## config.mk

```make
export PLATFORM = sky130hd
export DESIGN_NAME = rng_core
export DESIGN_NICKNAME = d
export VERILOG_FILES = /design/src/rtl/rng_core_pkg.sv /design/src/rtl/rng_fifo.sv /design/src/rtl/rng_core.sv
export SDC_FILE = /design/constraint.sdc
export NUM_CORES = 1
export LEC_CHECK = 0
export CAP_MARGIN = 20
export CORE_MARGIN = 2
export CORE_UTILIZATION = 46
export DETAILED_ROUTE_END_ITERATION = 10
export MAX_ROUTING_LAYER = met4
export PLACE_DENSITY = 0.66
export SLEW_MARGIN = 40
export SYNTH_ARGS = -nofsm -noshare
export SYNTH_HDL_FRONTEND = slang
export SYNTH_HIERARCHICAL = 1
export SYNTH_SLANG_ARGS = --single-unit
```

## constraint.sdc

```tcl
create_clock -name clk_i -period 6.35 [get_ports clk_i]
set_input_delay 1.5875 -clock clk_i [delete_from_list [all_inputs] [get_ports clk_i]]
set_output_delay 1.5875 -clock clk_i [all_outputs]
set_load 0.01 [all_outputs]
```

## src/rtl/rng_core_pkg.sv

```systemverilog
// Shared defaults and types for the rng_core pseudo-random engine and its sample FIFO.
package rng_core_pkg;

    localparam int unsigned        RNG_DATA_WIDTH   = 32;
    localparam logic [31:0]        RNG_POLY         = 32'h8020_0003;
    localparam logic [31:0]        RNG_DEFAULT_SEED = 32'h0000_0001;
    localparam int unsigned        RNG_FIFO_DEPTH   = 4;
    localparam int unsigned        RNG_DIV_WIDTH    = 16;

    typedef enum logic [1:0] {
        FIFO_OP_IDLE = 2'b00,
        FIFO_OP_POP  = 2'b01,
        FIFO_OP_PUSH = 2'b10,
        FIFO_OP_BOTH = 2'b11
    } fifo_op_e;

endpackage

```

## src/rtl/rng_fifo.sv

```systemverilog
// Synchronous sample FIFO with flush, occupancy and full flag; head reads as zero when empty.
module rng_fifo
    import rng_core_pkg::*;
#(
    parameter int unsigned WIDTH = 32,
    parameter int unsigned DEPTH = 4
) (
    input  logic                       clk_i,
    input  logic                       rst_n_i,
    input  logic                       flush_i,
    input  logic                       push_i,
    input  logic [WIDTH-1:0]           din_i,
    input  logic                       pop_i,
    output logic [WIDTH-1:0]           dout_o,
    output logic                       valid_o,
    output logic [$clog2(DEPTH):0]     level_o,
    output logic                       full_o
);

    localparam int unsigned      PTR_W     = $clog2(DEPTH);
    localparam int unsigned      LVL_W     = PTR_W + 1;
    localparam logic [LVL_W-1:0] DEPTH_LVL = LVL_W'(DEPTH);

    logic [WIDTH-1:0] r_mem [DEPTH];
    logic [PTR_W-1:0] r_wr_ptr;
    logic [PTR_W-1:0] r_rd_ptr;
    logic [LVL_W-1:0] r_level;
    logic             w_empty;
    logic             w_full;
    logic             w_do_pop;
    logic             w_do_push;
    fifo_op_e         w_op;

    assign w_empty   = (r_level == {LVL_W{1'b0}});
    assign w_full    = (r_level == DEPTH_LVL);
    assign w_do_pop  = pop_i && !w_empty;
    // A push into a full buffer only lands when a pop frees a slot on the same edge.
    assign w_do_push = push_i && (!w_full || w_do_pop);
    assign w_op      = fifo_op_e'({w_do_push, w_do_pop});

    assign dout_o  = w_empty ? {WIDTH{1'b0}} : r_mem[r_rd_ptr];
    assign valid_o = !w_empty;
    assign level_o = r_level;
    assign full_o  = w_full;

    // Pointer and occupancy bookkeeping; flush wins over any push or pop.
    always_ff @(posedge clk_i or negedge rst_n_i) begin
        if (!rst_n_i) begin
            r_wr_ptr <= {PTR_W{1'b0}};
            r_rd_ptr <= {PTR_W{1'b0}};
            r_level  <= {LVL_W{1'b0}};
        end else if (flush_i) begin
            r_wr_ptr <= {PTR_W{1'b0}};
            r_rd_ptr <= {PTR_W{1'b0}};
            r_level  <= {LVL_W{1'b0}};
        end else begin
            if (w_do_push) r_wr_ptr <= r_wr_ptr + PTR_W'(1'b1);
            if (w_do_pop)  r_rd_ptr <= r_rd_ptr + PTR_W'(1'b1);
            case (w_op)
                FIFO_OP_PUSH: r_level <= r_level + LVL_W'(1'b1);
                FIFO_OP_POP:  r_level <= r_level - LVL_W'(1'b1);
                default:      r_level <= r_level;
            endcase
        end
    end

    // Sample storage.
    always_ff @(posedge clk_i or negedge rst_n_i) begin
        if (!rst_n_i) begin
            for (int i = 0; i < int'(DEPTH); i++) r_mem[i] <= {WIDTH{1'b0}};
        end else if (!flush_i && w_do_push) begin
            r_mem[r_wr_ptr] <= din_i;
        end
    end

endmodule

```

## src/rtl/rng_core.sv

```systemverilog
// Galois-LFSR random source with step prescaler feeding a pop-able sample FIFO.
// Build option: define RNG_WHITEN_EN to half-swap-XOR each pushed sample (LFSR state untouched).
module rng_core
    import rng_core_pkg::*;
#(
    parameter int unsigned            DATA_WIDTH   = RNG_DATA_WIDTH,
    parameter logic [DATA_WIDTH-1:0]  POLY         = RNG_POLY,
    parameter logic [DATA_WIDTH-1:0]  DEFAULT_SEED = RNG_DEFAULT_SEED,
    parameter int unsigned            FIFO_DEPTH   = RNG_FIFO_DEPTH,
    parameter int unsigned            DIV_WIDTH    = RNG_DIV_WIDTH
) (
    input  logic                          clk_i,
    input  logic                          rst_n_i,
    input  logic                          en_i,
    input  logic [DIV_WIDTH-1:0]          div_i,
    input  logic [DATA_WIDTH-1:0]         seed_i,
    input  logic                          seed_wr_i,
    output logic [DATA_WIDTH-1:0]         data_o,
    output logic                          valid_o,
    input  logic                          ready_i,
    output logic [$clog2(FIFO_DEPTH):0]   level_o,
    output logic                          full_o
);

    logic [DATA_WIDTH-1:0] r_lfsr;
    logic [DIV_WIDTH-1:0]  r_count;
    logic [DATA_WIDTH-1:0] w_next;
    logic [DATA_WIDTH-1:0] w_sample;
    logic                  w_step;
    logic                  w_push;
    logic                  w_pop;

    assign w_next = {1'b0, r_lfsr[DATA_WIDTH-1:1]} ^ (r_lfsr[0] ? POLY : {DATA_WIDTH{1'b0}});
    assign w_step = en_i && (r_count == div_i);
    // A seed write overrides the step and the pop that would share its edge.
    assign w_push = w_step && !seed_wr_i;
    assign w_pop  = ready_i && !seed_wr_i;

`ifdef RNG_WHITEN_EN
    assign w_sample = w_next ^ {w_next[DATA_WIDTH/2-1:0], w_next[DATA_WIDTH-1:DATA_WIDTH/2]};
`else
    assign w_sample = w_next;
`endif

    // Prescaler; a count left above a freshly lowered div_i wraps without stepping.
    always_ff @(posedge clk_i or negedge rst_n_i) begin
        if (!rst_n_i) begin
            r_count <= {DIV_WIDTH{1'b0}};
        end else if (seed_wr_i) begin
            r_count <= {DIV_WIDTH{1'b0}};
        end else if (en_i) begin
            if (r_count >= div_i) r_count <= {DIV_WIDTH{1'b0}};
            else                  r_count <= r_count + DIV_WIDTH'(1'b1);
        end else begin
            r_count <= r_count;
        end
    end

    // LFSR state; a zero seed would lock up, so it is replaced by the default.
    always_ff @(posedge clk_i or negedge rst_n_i) begin
        if (!rst_n_i) begin
            r_lfsr <= DEFAULT_SEED;
        end else if (seed_wr_i) begin
            r_lfsr <= (seed_i == {DATA_WIDTH{1'b0}}) ? DEFAULT_SEED : seed_i;
        end else if (w_step) begin
            r_lfsr <= w_next;
        end else begin
            r_lfsr <= r_lfsr;
        end
    end

    rng_fifo #(
        .WIDTH (DATA_WIDTH),
        .DEPTH (FIFO_DEPTH)
    ) u_fifo (
        .clk_i   (clk_i),
        .rst_n_i (rst_n_i),
        .flush_i (seed_wr_i),
        .push_i  (w_push),
        .din_i   (w_sample),
        .pop_i   (w_pop),
        .dout_o  (data_o),
        .valid_o (valid_o),
        .level_o (level_o),
        .full_o  (full_o)
    );

endmodule
```

After elaboration in Yosys (flattened, before gate mapping)
Index checks and enable logic that the tools add are counted.
{"block": "totals", "out_inout_bits": 37, "elab_cells": 63, "ff_bits": 183, "input_bits": 53}
{"block": "classes", "reduce_logical": 18, "bitwise_logic": 3, "n_lt_le_gt_ge": 4, "addsub": 5, "mux": 20, "eq_ne": 4}
{"operator": "32-bit 2-to-1 mux", "count": 8}
{"operator": "128-bit bitwise mux", "count": 1}
{"operator": "32-bit binary-select mux with 2-bit select", "count": 1}
{"operator": "32-bit demux with 2-bit select", "count": 1}
{"operator": "16-bit 2-to-1 mux", "count": 3}
{"operator": "32-bit zero test", "count": 1}
{"operator": "31-bit by 32-bit XOR with 32-bit output", "count": 1}
{"operator": "16-bit by 1-bit adder with 16-bit output, second input constant", "count": 1}
{"operator": "16-bit equality test", "count": 1}
{"operator": "16-bit greater-or-equal comparator", "count": 1}
{"operator": "2-bit 2-to-1 mux", "count": 4}
{"operator": "2-bit nonzero test", "count": 4}
{"operator": "1-bit logical AND", "count": 7}
{"operator": "3-bit greater-or-equal comparator, second input constant", "count": 2}
{"operator": "2-bit inverter with 3-bit output", "count": 2}
{"operator": "3-bit case mux with 2 select lines", "count": 1}
{"operator": "2-bit by 1-bit adder with 2-bit output, second input constant", "count": 2}
{"operator": "3-bit by 1-bit adder with 3-bit output, second input constant", "count": 1}
{"operator": "3-bit equality test, second input constant", "count": 1}
{"operator": "1-bit zero test", "count": 3}
{"operator": "3-bit zero test", "count": 1}
{"operator": "3-bit by 1-bit < comparator with 1-bit output, second input constant", "count": 1}
{"operator": "3-bit 2-to-1 mux", "count": 1}
{"operator": "3-bit nonzero test", "count": 1}
{"operator": "4 further kinds", "count": 4}

Longest topological paths before layout
{"block": "depth", "ltp_word": 8, "depth_mapped": 14, "ltp_nobuf": 11}

Cells and area by module
The synthesis kept the hierarchy.
{"module": "rng_fifo", "seq_area_each_um2": 3378.2, "n_inst": 1, "area_each_um2": 6613.8, "cells_per_inst": 408}
{"module": "rng_core", "seq_area_each_um2": 1202.4, "n_inst": 1, "area_each_um2": 3026.7, "cells_per_inst": 338}

Least setup slack after synthesis
Ideal clock, no wire load.
{"block": "synth_path", "kind": "in2reg", "from": "in div_i[13]", "to": "reg u_fifo.r_level[2], in the netlist u_fifo/level_o[2]", "path_slack_ns": 1.447, "path_stages": 14, "arrival_time_ns": 4.821, "required_time_ns": 6.268, "path_buffers": 3, "setup_ns": 0.082, "path_cell_list": "inv_1 > ha_1 > nand4_1 > nor4_2 > nand2_2 > clkbuf_1 > nor2_1 > buf_2 > clkbuf_1 > nor2_1 > fa_1 > or3b_2 > or3_1 > a31oi_1"}
{"block": "synth_between", "elab_chain_len": 7, "word_cells_on_any_way": 9, "cone_classes": "3 x eq/ne; 2 x mux; 4 x reduce/logical"}
{"element": "start, declared", "line": "rng_core.sv:15", "source": "input logic [DIV_WIDTH-1:0] div_i,"}
{"element": "16-bit equality test (*)", "line": "rng_core.sv:34", "source": "assign w_step = en_i && (r_count == div_i);"}
{"element": "1-bit logical AND (*)", "line": "rng_core.sv:34"}
{"element": "1-bit logical AND (*)", "line": "rng_core.sv:36", "source": "assign w_push = w_step && !seed_wr_i;"}
{"element": "via w_push", "line": "rng_core.sv:30", "source": "logic w_push;"}
{"element": "1-bit logical AND (*)", "line": "rng_fifo.sv:38", "source": "assign w_do_push = push_i && (!w_full || w_do_pop);"}
{"element": "2-bit by 1-bit equality test with 1-bit output or 2-bit equality test (tied branches)", "line": "rng_fifo.sv:59", "source": "case (w_op)"}
{"element": "3-bit case mux with 2 select lines", "line": "rng_fifo.sv:59"}
{"element": "3-bit 2-to-1 mux", "line": "rng_fifo.sv:52", "source": "end else if (flush_i) begin"}
{"element": "end signal, assigned", "line": "rng_fifo.sv:51", "source": "r_level <= {LVL_W{1'b0}};"}
{"element": "end signal, assigned", "line": "rng_fifo.sv:60", "source": "FIFO_OP_PUSH: r_level <= r_level + LVL_W'(1'b1);"}
{"element": "end signal, assigned", "line": "rng_fifo.sv:61", "source": "FIFO_OP_POP: r_level <= r_level - LVL_W'(1'b1);"}
{"element": "end, declared", "line": "rng_fifo.sv:27", "source": "logic [LVL_W-1:0] r_level;"}
Mark *: on every way through the listed nets, which the timed path passes. The rest lies on a longest branch.
A chain may end at the register's enable or synchronous reset.

Worst setup path in the final report
{"block": "layout_path", "from": "in div_i[13]", "to": "reg u_fifo/r_mem[34] (netlist bit)"}
{"block": "layout_between", "elab_chain_len": 5}
{"element": "16-bit equality test", "line": "rng_core.sv:34"}
{"element": "1-bit logical AND", "line": "rng_core.sv:34"}
{"element": "1-bit logical AND", "line": "rng_core.sv:36"}
{"element": "via w_push", "line": "rng_core.sv:30"}
{"element": "1-bit logical AND", "line": "rng_fifo.sv:38"}
{"element": "1-bit logical AND", "line": "rng_fifo.sv:71", "source": "end else if (!flush_i && w_do_push) begin"}
{"element": "end signal, assigned by index", "line": "rng_fifo.sv:72", "source": "r_mem[r_wr_ptr] <= din_i;"}
{"element": "end, declared", "line": "rng_fifo.sv:24", "source": "logic [WIDTH-1:0] r_mem [DEPTH];"}
The timed path passes the listed nets, and every way through them passes these cells.

==> key figures <==
Floorplan
  • Die Span Y: 149 microns
  • Row Count: 52
  • Die area: 0.0221 sq mm
  • Area of the core: 0.0204 sq mm
  • Die W: 149 microns
  • # IOs: 90
  • Initial Util: 47.2%

GRT
  • GRT Total Usage: 21.7%
  • First-pass GRT wire length: 36.0 mm
  • Grt ovf: 0
  • Initial antenna violation count: 0
  • Largest net degree at the start of global routing: 80
  • Vias in the first global route: 6553

Logic synthesis
  • Share of flip-flops with an asynchronous set or reset: 100%
  • Area leader, netlist: dfrtp_1
  • Number of distinct library cells after synthesis: 58
  • Flops & latches, synth: 183
  • Area contributors post-synth: dfrtp_1 (47%), mux2_4 (7.8%), mux4_2 (7.5%)
  • Most frequent cell after synthesis: dfrtp_1
  • Cells after synthesis: 746
  • Cell Area, Synth: 0.00964 sq mm
  • EDFF count, synth: 0
  • Synth top cells by count: dfrtp_1 (182), mux2_2 (61), mux2_4 (50)
  • Commonest register cell after synthesis: dfrtp_1
  • Avg Inst Size Synth: 12.9 sq um
  • Yosys top cell area share: 47.2%
  • Warnings from Yosys: 6
  • Mapped Nets: 821
  • Sequential area share after synthesis: 47.5%

Placed design
  • Placer congestion estimate: 0.901
  • HPWL Detailed: 14.4 mm
  • Pre-CTS WS: 925 ps
  • Dpl cells: 1060
  • Buffers on Ports: 89

Route
  • Via density: 5.79
  • # DRC: 0
  • Initial drt markers: 299
  • Detailed Route WL: 22.4 mm
  • Wire per inst: 20.4 microns
  • Antenna-violating nets left: 0
  • Routed via count: 6342
  • Pre-antenna DRT Iters: 7

Worst setup path
  • Worst setup EP type: flip-flop
  • Reg2Reg Setup Slack: 2610 ps
  • Crit path kind: in2reg
  • Crit path arrival time: 5200 ps
  • CP startpoint kind: input port
  • Critical-path maximum fanout: 32
  • WP data required: 6660 ps
  • Depth of the most critical reg-to-reg path: 8

CTS
  • Worst-path clk slew: 70 ps
  • Number of buffers created by CTS: 17
  • Root buf cell: clkbuf_16
  • Post-CTS resize count: 0
  • Post-CTS Setup Bufs: 0
  • H-tree levels: 4
  • CTS Sinks: 183
  • Hold Buf Count CTS: 0
  • Later-pin clock latency in the skew report: 430 ps
  • TritonCTS clock tree: done
  • CTS max path bufs: 2

Final layout
  • Reg area: 0.00459 sq mm
  • Area occupied by multi-input gates: 0.00462 sq mm
  • ANT cells: 0
  • Area grow syn2layout: 17.1%
  • Finished Layout Cells: 1095
  • Nets: 888
  • Layout cells sized above 1: 25.2%
  • # fillers: 1689

Run status
  • Status: finished, final reports clean

STA
  • Final setup fails: 0
  • Final WS setup: 1460 ps
  • Hold Vio Cnt, Final: 0
  • Worst Skew: 10.2 ps
  • Slew margin rel.: 44.9%
  • FMAX: 204 MHz
  • Final setup TNS: 0 ps
  • Final Max Tran Viols: 0
  • RSZ-0062 raised after global routing: no
  • Final Cycle Share: 77.1%
  • Pin slew with the least headroom to its limit: 826 ps
  • Final Critical Period: 4890 ps

Power and ir drop
  • Worst-case vdd ir drop: 0.000158 V
  • Total power: 2560 uW
  • Pwr dens: 227 mW/mm^2
  • P_leak: 0.00527 uW

Worst hold path
  • Hold Path Depth: 1
  • Hold crit path type: reg2reg

Run
  • Maxcap violations: 0
[where the power goes]
| part | switching [uW] | internal (uW) | leakage [uW] | total [uW] |
|---|---|---|---|---|
| sequential | 49.6 | 1190 | 0.00249 | 1240 |
| combinational | 107 | 86.0 | 0.00248 | 193 |
| clock | 465 | 662 | 0.000305 | 1130 |
[routing by layer]
layer | routed length [microns] | GRT usage [%] | vias up
met5 | 0 | - | -
met1 | 9880 | 28.0 | 3243
li1 | - | - | 2900
met3 | 910 | 4.28 | 23
met4 | 358 | 6.29 | 0
met2 | 11200 | 35.0 | 176
[per-stage QoR]
step           hold slack [ps]  instance area, sq um  utilization [%]
2_1_floorplan              459                  9640                -
3_3_place_gp               468                 10600             51.7
3_5_place_dp               478                 10600             51.7
4_1_cts                    494                 11200             54.8
5_1_grt                    500                 11300             55.3
6_report                   490                 11300             55.3
[placed cells by master (no fill, tap or decap), types with 4 or more instances in the layout]
cell type	instances
inv_1	24
a2bb2oi_1	20
nand4b_4	4
dfrtp_1	180
a21oi_1	8
a41oi_1	10
mux2i_1	11
mux4_2	32
nor4_1	9
buf_4	8
nor2_1	23
clkinv_4	5
clkdlybuf4s50_1	87
o21ai_1	12
o21bai_1	21
o21ai_0	10
xor2_1	6
nor2b_1	33
nand2_1	44
nand3_1	17
a31oi_1	15
ha_1	21
mux2_2	61
bufinv_16	4
mux2_1	17
clkbuf_16	17
mux2_4	50
nand4_1	16
nor3_1	6
[path summary, 6_finish.rpt]
kind                                                   start                             end
worst min register to register  u_fifo/r_mem[41]$_DFFE_PN0P_    u_fifo/r_mem[41]$_DFFE_PN0P_
min in group asynchronous                            rst_n_i    u_fifo/r_mem[58]$_DFFE_PN0P_
max in group asynchronous                            rst_n_i  u_fifo/r_rd_ptr[0]$_DFFE_PN0P_
worst max-delay path                               div_i[13]    u_fifo/r_mem[34]$_DFFE_PN0P_
worst min-delay path            u_fifo/r_mem[41]$_DFFE_PN0P_    u_fifo/r_mem[41]$_DFFE_PN0P_
worst max register to register        r_count[9]$_DFFE_PN0P_    u_fifo/r_mem[34]$_DFFE_PN0P_
[flip-flops by register name, summed over array words and instances, names as in the netlist]
name             count
u_fifo/r_mem       128
u_fifo/r_wr_ptr      2
u_fifo/r_rd_ptr      2
r_count             16
r_lfsr              32
u_fifo/level_o       3
[cell families (layout without fill, tap and decap cells)]
group,count (synthesis),after routing,share of synthesized area (%)
mux,171,171,25.5
buf+inv,77,156,4.87
xor+xnor,7,7,0.636
flops,183,183,47.5
fa+ha+maj,22,22,2.93
simple gates,176,176,10.3
compound gates,110,110,8.19
[layout make-up]
cell class                      count  area share, %
Multi-Input combinational cell    486           40.9
Sequential cell                   183           40.6
Timing Repair Buffer              101           9.15
Clock buffer                       17           3.77
Tap cell                          270           2.99
Clock inverter                     14           1.78
Inverter                           24          0.798
[critical path, cell delays in order]
cell and delay, ps:
clkdlybuf4s50_1 450, inv_1 40, ha_1 300, nand4_1 150, nor4_2 530, nand2_2 90
nor2_1 470, buf_4 310, nand4b_4 670, mux2_1 590
Power figures use the tool's default switching activity.
